$ cat src/rtl/blocb_arbiter_if.sv
// -----------------------------------------------------------------------------
// blocb_arbiter_if
// Bundles the requester handshakes and the shared-block operand/result wires
// of blocb_arbiter.
//   req0/abc0, req1/abc1 : requests and {a,b,c} operand triples
//   gnt0/gnt1            : one-cycle grants
//   blk_a/blk_b/blk_c    : operands driven to the shared combinational block
//   blk_y                : result returned by the shared block
//   done/res/res_id      : result-valid pulse, captured result, owning requester
// Modports: slave = arbiter side, master = requesters plus shared block side.
// -----------------------------------------------------------------------------
interface blocb_arbiter_if;
   logic       req0;
   logic [2:0] abc0;
   logic       req1;
   logic [2:0] abc1;
   logic       gnt0;
   logic       gnt1;
   logic       blk_a;
   logic       blk_b;
   logic       blk_c;
   logic       blk_y;
   logic       done;
   logic       res;
   logic       res_id;

   modport slave (
      input  req0, abc0, req1, abc1, blk_y,
      output gnt0, gnt1, blk_a, blk_b, blk_c, done, res, res_id
   );

   modport master (
      output req0, abc0, req1, abc1, blk_y,
      input  gnt0, gnt1, blk_a, blk_b, blk_c, done, res, res_id
   );
endinterface

$ cat src/rtl/blocb_arbiter.sv
// -----------------------------------------------------------------------------
// blocb_arbiter
// Shares one 3-input combinational block between two requesters. A winner is
// picked in IDLE, its operands are held on blk_a/b/c for SETTLE cycles, then
// blk_y is captured into res with a one-cycle done pulse tagged by res_id.
//   clk   : system clock, rising edge
//   rst_n : asynchronous active-low reset
//   bus   : blocb_arbiter_if.slave (requests, grants, block operands/result)
// Parameter SETTLE: DRIVE cycles before blk_y is sampled, legal range 1..15.
// Macro BLOCB_ARB_RR_EN: defined selects round-robin between simultaneous
// requests; undefined selects fixed priority with requester 0 winning.
// -----------------------------------------------------------------------------
module blocb_arbiter #(
   parameter int unsigned SETTLE = 2
) (
   input  logic            clk,
   input  logic            rst_n,
   blocb_arbiter_if.slave  bus
);

   localparam int unsigned CNT_W = 4;

   typedef enum logic [1:0] {
      IDLE  = 2'd0,
      DRIVE = 2'd1,
      DONE  = 2'd2
   } state_t;

   state_t             state_q, state_d;
   logic [CNT_W-1:0]   cnt_q, cnt_d;
   logic               gnt0_q, gnt0_d;
   logic               gnt1_q, gnt1_d;
   logic [2:0]         blk_q, blk_d;
   logic               done_q, done_d;
   logic               res_q, res_d;
   logic               res_id_q, res_id_d;
   logic               owner_q, owner_d;
   logic               pick1_c;

   // Winner select: high means requester 1 is granted this arbitration.
`ifdef BLOCB_ARB_RR_EN
   logic               last_q, last_d;

   // On a tie, serve whichever requester was not served last.
   assign pick1_c = bus.req1 & (~bus.req0 | ~last_q);
`else
   assign pick1_c = bus.req1 & ~bus.req0;
`endif

   // Next-state and next-output logic.
   always_comb begin
      state_d  = state_q;
      cnt_d    = cnt_q;
      gnt0_d   = 1'b0;
      gnt1_d   = 1'b0;
      blk_d    = blk_q;
      done_d   = 1'b0;
      res_d    = res_q;
      res_id_d = res_id_q;
      owner_d  = owner_q;
`ifdef BLOCB_ARB_RR_EN
      last_d   = last_q;
`endif
      unique case (state_q)
         IDLE: begin
            if (bus.req0 || bus.req1) begin
               gnt0_d  = ~pick1_c;
               gnt1_d  = pick1_c;
               blk_d   = pick1_c ? bus.abc1 : bus.abc0;
               owner_d = pick1_c;
               cnt_d   = CNT_W'(SETTLE - 1);
               state_d = DRIVE;
`ifdef BLOCB_ARB_RR_EN
               last_d  = pick1_c;
`endif
            end
         end
         DRIVE: begin
            if (cnt_q == '0) begin
               res_d    = bus.blk_y;
               res_id_d = owner_q;
               done_d   = 1'b1;
               state_d  = DONE;
            end else begin
               cnt_d = cnt_q - CNT_W'(1);
            end
         end
         DONE: begin
            state_d = IDLE;
         end
         default: begin
            state_d = IDLE;
         end
      endcase
   end

   // State and output registers.
   always_ff @(posedge clk or negedge rst_n) begin
      if (!rst_n) begin
         state_q  <= IDLE;
         cnt_q    <= '0;
         gnt0_q   <= 1'b0;
         gnt1_q   <= 1'b0;
         blk_q    <= 3'b000;
         done_q   <= 1'b0;
         res_q    <= 1'b0;
         res_id_q <= 1'b0;
         owner_q  <= 1'b0;
`ifdef BLOCB_ARB_RR_EN
         last_q   <= 1'b1;
`endif
      end else begin
         state_q  <= state_d;
         cnt_q    <= cnt_d;
         gnt0_q   <= gnt0_d;
         gnt1_q   <= gnt1_d;
         blk_q    <= blk_d;
         done_q   <= done_d;
         res_q    <= res_d;
         res_id_q <= res_id_d;
         owner_q  <= owner_d;
`ifdef BLOCB_ARB_RR_EN
         last_q   <= last_d;
`endif
      end
   end

   assign bus.gnt0   = gnt0_q;
   assign bus.gnt1   = gnt1_q;
   assign bus.blk_a  = blk_q[2];
   assign bus.blk_b  = blk_q[1];
   assign bus.blk_c  = blk_q[0];
   assign bus.done   = done_q;
   assign bus.res    = res_q;
   assign bus.res_id = res_id_q;

endmodule

$ cat src/flat_wrapper.sv
// flat-port wrapper written by rule: the top's interface ports become plain ports
module blocb_arbiter_flat 
#(
   parameter int unsigned SETTLE = 2
)
  (clk, rst_n, bus_req0, bus_abc0, bus_req1, bus_abc1, bus_blk_y, bus_gnt0, bus_gnt1, bus_blk_a, bus_blk_b, bus_blk_c, bus_done, bus_res, bus_res_id);
  blocb_arbiter_if bus_i ();
  input  logic clk;
  input  logic rst_n;
  input wire logic [$bits(bus_i.req0)-1:0] bus_req0;
  input wire logic [$bits(bus_i.abc0)-1:0] bus_abc0;
  input wire logic [$bits(bus_i.req1)-1:0] bus_req1;
  input wire logic [$bits(bus_i.abc1)-1:0] bus_abc1;
  input wire logic [$bits(bus_i.blk_y)-1:0] bus_blk_y;
  output wire logic [$bits(bus_i.gnt0)-1:0] bus_gnt0;
  output wire logic [$bits(bus_i.gnt1)-1:0] bus_gnt1;
  output wire logic [$bits(bus_i.blk_a)-1:0] bus_blk_a;
  output wire logic [$bits(bus_i.blk_b)-1:0] bus_blk_b;
  output wire logic [$bits(bus_i.blk_c)-1:0] bus_blk_c;
  output wire logic [$bits(bus_i.done)-1:0] bus_done;
  output wire logic [$bits(bus_i.res)-1:0] bus_res;
  output wire logic [$bits(bus_i.res_id)-1:0] bus_res_id;
  assign bus_i.req0 = bus_req0;
  assign bus_i.abc0 = bus_abc0;
  assign bus_i.req1 = bus_req1;
  assign bus_i.abc1 = bus_abc1;
  assign bus_i.blk_y = bus_blk_y;
  assign bus_gnt0 = bus_i.gnt0;
  assign bus_gnt1 = bus_i.gnt1;
  assign bus_blk_a = bus_i.blk_a;
  assign bus_blk_b = bus_i.blk_b;
  assign bus_blk_c = bus_i.blk_c;
  assign bus_done = bus_i.done;
  assign bus_res = bus_i.res;
  assign bus_res_id = bus_i.res_id;
  blocb_arbiter #(.SETTLE(SETTLE)) u_core (.clk(clk), .rst_n(rst_n), .bus(bus_i));
endmodule
$ cat config.mk
export PLATFORM = sky130hd
export DESIGN_NAME = blocb_arbiter_flat
export DESIGN_NICKNAME = d
export VERILOG_FILES = /design/src/rtl/blocb_arbiter_if.sv /design/src/rtl/blocb_arbiter.sv /design/src/flat_wrapper.sv
export SDC_FILE = /design/constraint.sdc
export NUM_CORES = 1
export LEC_CHECK = 0
export CORE_ASPECT_RATIO = 1.25
export CORE_MARGIN = 3
export CORE_UTILIZATION = 34
export DETAILED_ROUTE_END_ITERATION = 16
export HOLD_SLACK_MARGIN = 0.08
export SYNTH_ARGS = -nofsm -noshare
export SYNTH_HDL_FRONTEND = slang
export SYNTH_SLANG_ARGS = --single-unit
$ cat constraint.sdc
create_clock -name clk -period 1.9 [get_ports clk]
set_input_delay 0.19 -clock clk [delete_from_list [all_inputs] [get_ports clk]]
set_output_delay 0.19 -clock clk [all_outputs]
set_load 0.1 [all_outputs]
==> qor.tcl <==
set qor(result_of_the_run) {finished clean}
set qor(skew_ps) 6.711
set qor(sinks_on_clock_net) 15
set qor(routed_via_density) 5.155
set qor(post_synth.cell_area_avg_um2) 11.78
set qor(worst_r2r_path_depth) 5
set qor(synthesis.instances) 55
set qor(antenna_diode_count) 0
set qor(routed_wl_um) 1314
set qor(largest_net_degree_at_the_start_of_global_routing) 16
set qor(place_worst_setup_slack_ps) 136.1
set qor(die_w_um) 45.05
set qor(grt_pass1_vias) 502
set qor(maxCapViolCount) 0
set qor(die_height_um) 54.82
set qor(crit_path_end) {u_core.bus.res_id}
set qor(post_synth_main_area_contributors) {dfrtp_1 58%, o21ai_0 6.2%, mux2_2 5.2%, mux2i_1 4.6%, and2_1 1.9%}
set qor(clock_tree.buffer_depth) 2
set qor(layoutNonFillerInstCount) 97
set qor(cts_htree_levels) 1
set qor(syn_nets) 67
set qor(cts.reportedPaths.clkPinSlew_ps) 90
set qor(dpl.hpwl_um) 996.9
set qor(gp_congestion) 0.7386
set qor(dr.pass1.iters) 4
set qor(core_box_area_um2) 1787
set qor(timing.final.ws_setup_ps) 225.9
set qor(synthToLayoutAreaGrowth_pct) 34.36
set qor(buffer_ports.inserted) 18
set qor(num_vias) 500
set qor(maxClockFrequency_ghz) 0.5973
set qor(worst_ep_required_time_ps) 2070
set qor(finalHoldViolations) 0
set qor(arrival_ps) 1840
set qor(worst_hold_slack_ps) 300.8
set qor(finalWorstPathRequiredPeriod_ps) 1674
set qor(worst_r2r_startpoint) {u_core.cnt_q[0]}
set qor(slew_headroom_pct) 56.32
set qor(wl_met1_um) 565
set qor(post_route_cells_drive_above_1_share_pct) 24.36
set qor(met2_length_um) 622
set qor(cts_inserted_buffers) 3
set qor(floorplan.die_area_um2) 2469
set qor(final_common_cell) {dfrtp_1}
set qor(nNetsFinal) 91
set qor(hp-class) {input pin to async pin}
set qor(fp-row-count) 17
set qor(crit_path_start) {u_core.cnt_q[0]}
set qor(synth-warning-count) 0
set qor(synth_top_area_share_pct) 57.92
set qor(ys_ff_latch) 15
set qor(crit_path_end_kind) {register}
set qor(ys_types) 22
set qor(path_class) {register to register}
set qor(synth.yosys.seq_area_share_pct) 57.92
set qor(grt_setup_unrepaired) {no}
set qor(clock_insertion_delay_worst_skew_ps) 280
set qor(topmost_layer_with_routed_signal_wires) {met4}
set qor(finalSetupTns_ps) 0
set qor(root_buffer) {clkbuf_4}
set qor(drtAntennaViolNets) 0
set qor(synthesis.area_um2) 648.1
set qor(detailed_route_wire_length_per_cell_um) 13.55
set qor(worst_r2r_endpoint) {u_core.bus.res_id}
set qor(remaining_drc_errors) 0
set qor(mostFrequentLayoutCells) {15 x dfrtp_1, 10 x clkdlybuf4s50_1, 9 x buf_4}
set qor(post_cts_buffers) 0
set qor(io_pins) 19
set qor(initial_antenna_violation_count) 0
set qor(critical_path.startpoint_type) {register}
set qor(drt-initial-drc-count) 10
set qor(timing.reg2reg.setup_slack_ps) 230
set qor(met3_wirelength_um) 92
set qor(synth_top_area_cell) {dfrtp_1}
set qor(final_min_period_over_clock_period_pct) 88.11
set qor(largest_fanout_of_any_net_on_the_critical_path) 5
set qor(tritoncts) {done}
set qor(wire_length_of_the_first_global_routing_pass_um) 2201
set qor(place.detailed.instances) 93
set qor(timing.final.max_slew_violations) 0
set qor(tightestPinTransition_ps) 653.1
set qor(grt-ovfl-total) 0
set qor(grt_util_all_layers_pct) 12.80
set qor(initial_utilization_pct) 36.27
set qor(final_setup_vio_count) 0
-- layer usage --
layer | GRT usage (%) | up-vias
li1 | - | 241
met1 | 13.91 | 236
met2 | 20.99 | 19
met3 | 3.947 | 4
met4 | 8.780 | 0
met5 | 0 | -
-- per-stage QoR --
step / instance area (um2) / utilization [%]
2_1_floorplan: 648.1 / -
3_3_place_gp: 839.6 / 46.99
3_5_place_dp: 839.6 / 46.99
4_1_cts: 865.8 / 48.46
5_1_grt: 870.8 / 48.74
6_report: 870.8 / 48.74
-- Yosys cell counts --
master,number
a21oi_1,2
a31o_1,1
a31o_2,1
and2_1,2
and2b_1,1
dfrtp_1,15
ha_1,1
inv_1,2
mux2_2,3
mux2i_1,3
nand2b_1,2
nand3b_1,1
nor2_1,3
nor2b_1,2
nor3b_1,1
nor4_1,1
o21ai_0,8
o221ai_1,1
o22ai_1,1
or2_0,1
or2_2,2
or4b_1,1
-- timing repair --
| item | CTS | global route |
|---|---|---|
| resized for setup | 0 | 1 |
| hold buffers | 0 | 0 |
| endpoints found under the setup margin | 0 | 2 |
-- worst min path at each step --
stage	start	to	slack, ps	depth (start not counted)
final	rst_n	u_core.state_q[1]	300	1
after global routing	rst_n	u_core.state_q[1]	360	1
after CTS	rst_n	u_core.state_q[1]	340	1
after detailed placement	u_core.owner_q	u_core.owner_q	490	2
after global placement	u_core.blk_q[2]	u_core.blk_q[2]	490	2
after floorplan	rst_n	u_core.blk_q[0]	-110	0
-- cell type report --
cell class | count | area (um2)
tap | 19 | 23.77
inverter | 2 | 7.507
timing repair buffer | 19 | 167.7
multi-input combinational | 38 | 270.3
fill | 167 | 915.9
sequential | 15 | 375.4
clock buffer | 4 | 26.28
-- worst max-delay path: stages (launching register included) --
cell and delay (ps):
dfrtp_1 380, inv_1 80, ha_1 200, nor3b_2 330
and2b_1 230, mux2_2 340
-- flip-flops by register name, summed over array words and instances, names as in the netlist --
signal and flops:
u_core.state_q 2, u_core.owner_q 1, u_core.blk_q 3, u_core.bus.done 1, u_core.bus.res_id 1, u_core.cnt_q 4
u_core.bus.gnt1 1, u_core.bus.gnt0 1, u_core.bus.res 1
-- kinds of logic (layout without fill, tap and decap cells) --
logic type	count (synthesis)	in the layout	synth area share (%)
AO/OA/AOI/OAI	14	14	12.74
flip-flops	15	15	57.92
buffers and inverters	2	25	1.159
multiplexers	6	6	9.845
adder cells (fa/ha/maj)	1	1	1.930
AND/OR/NAND/NOR	17	17	16.41
Power is not shown: default switching activity piles up to over one toggle a cycle in this logic, so the estimate is an artifact.
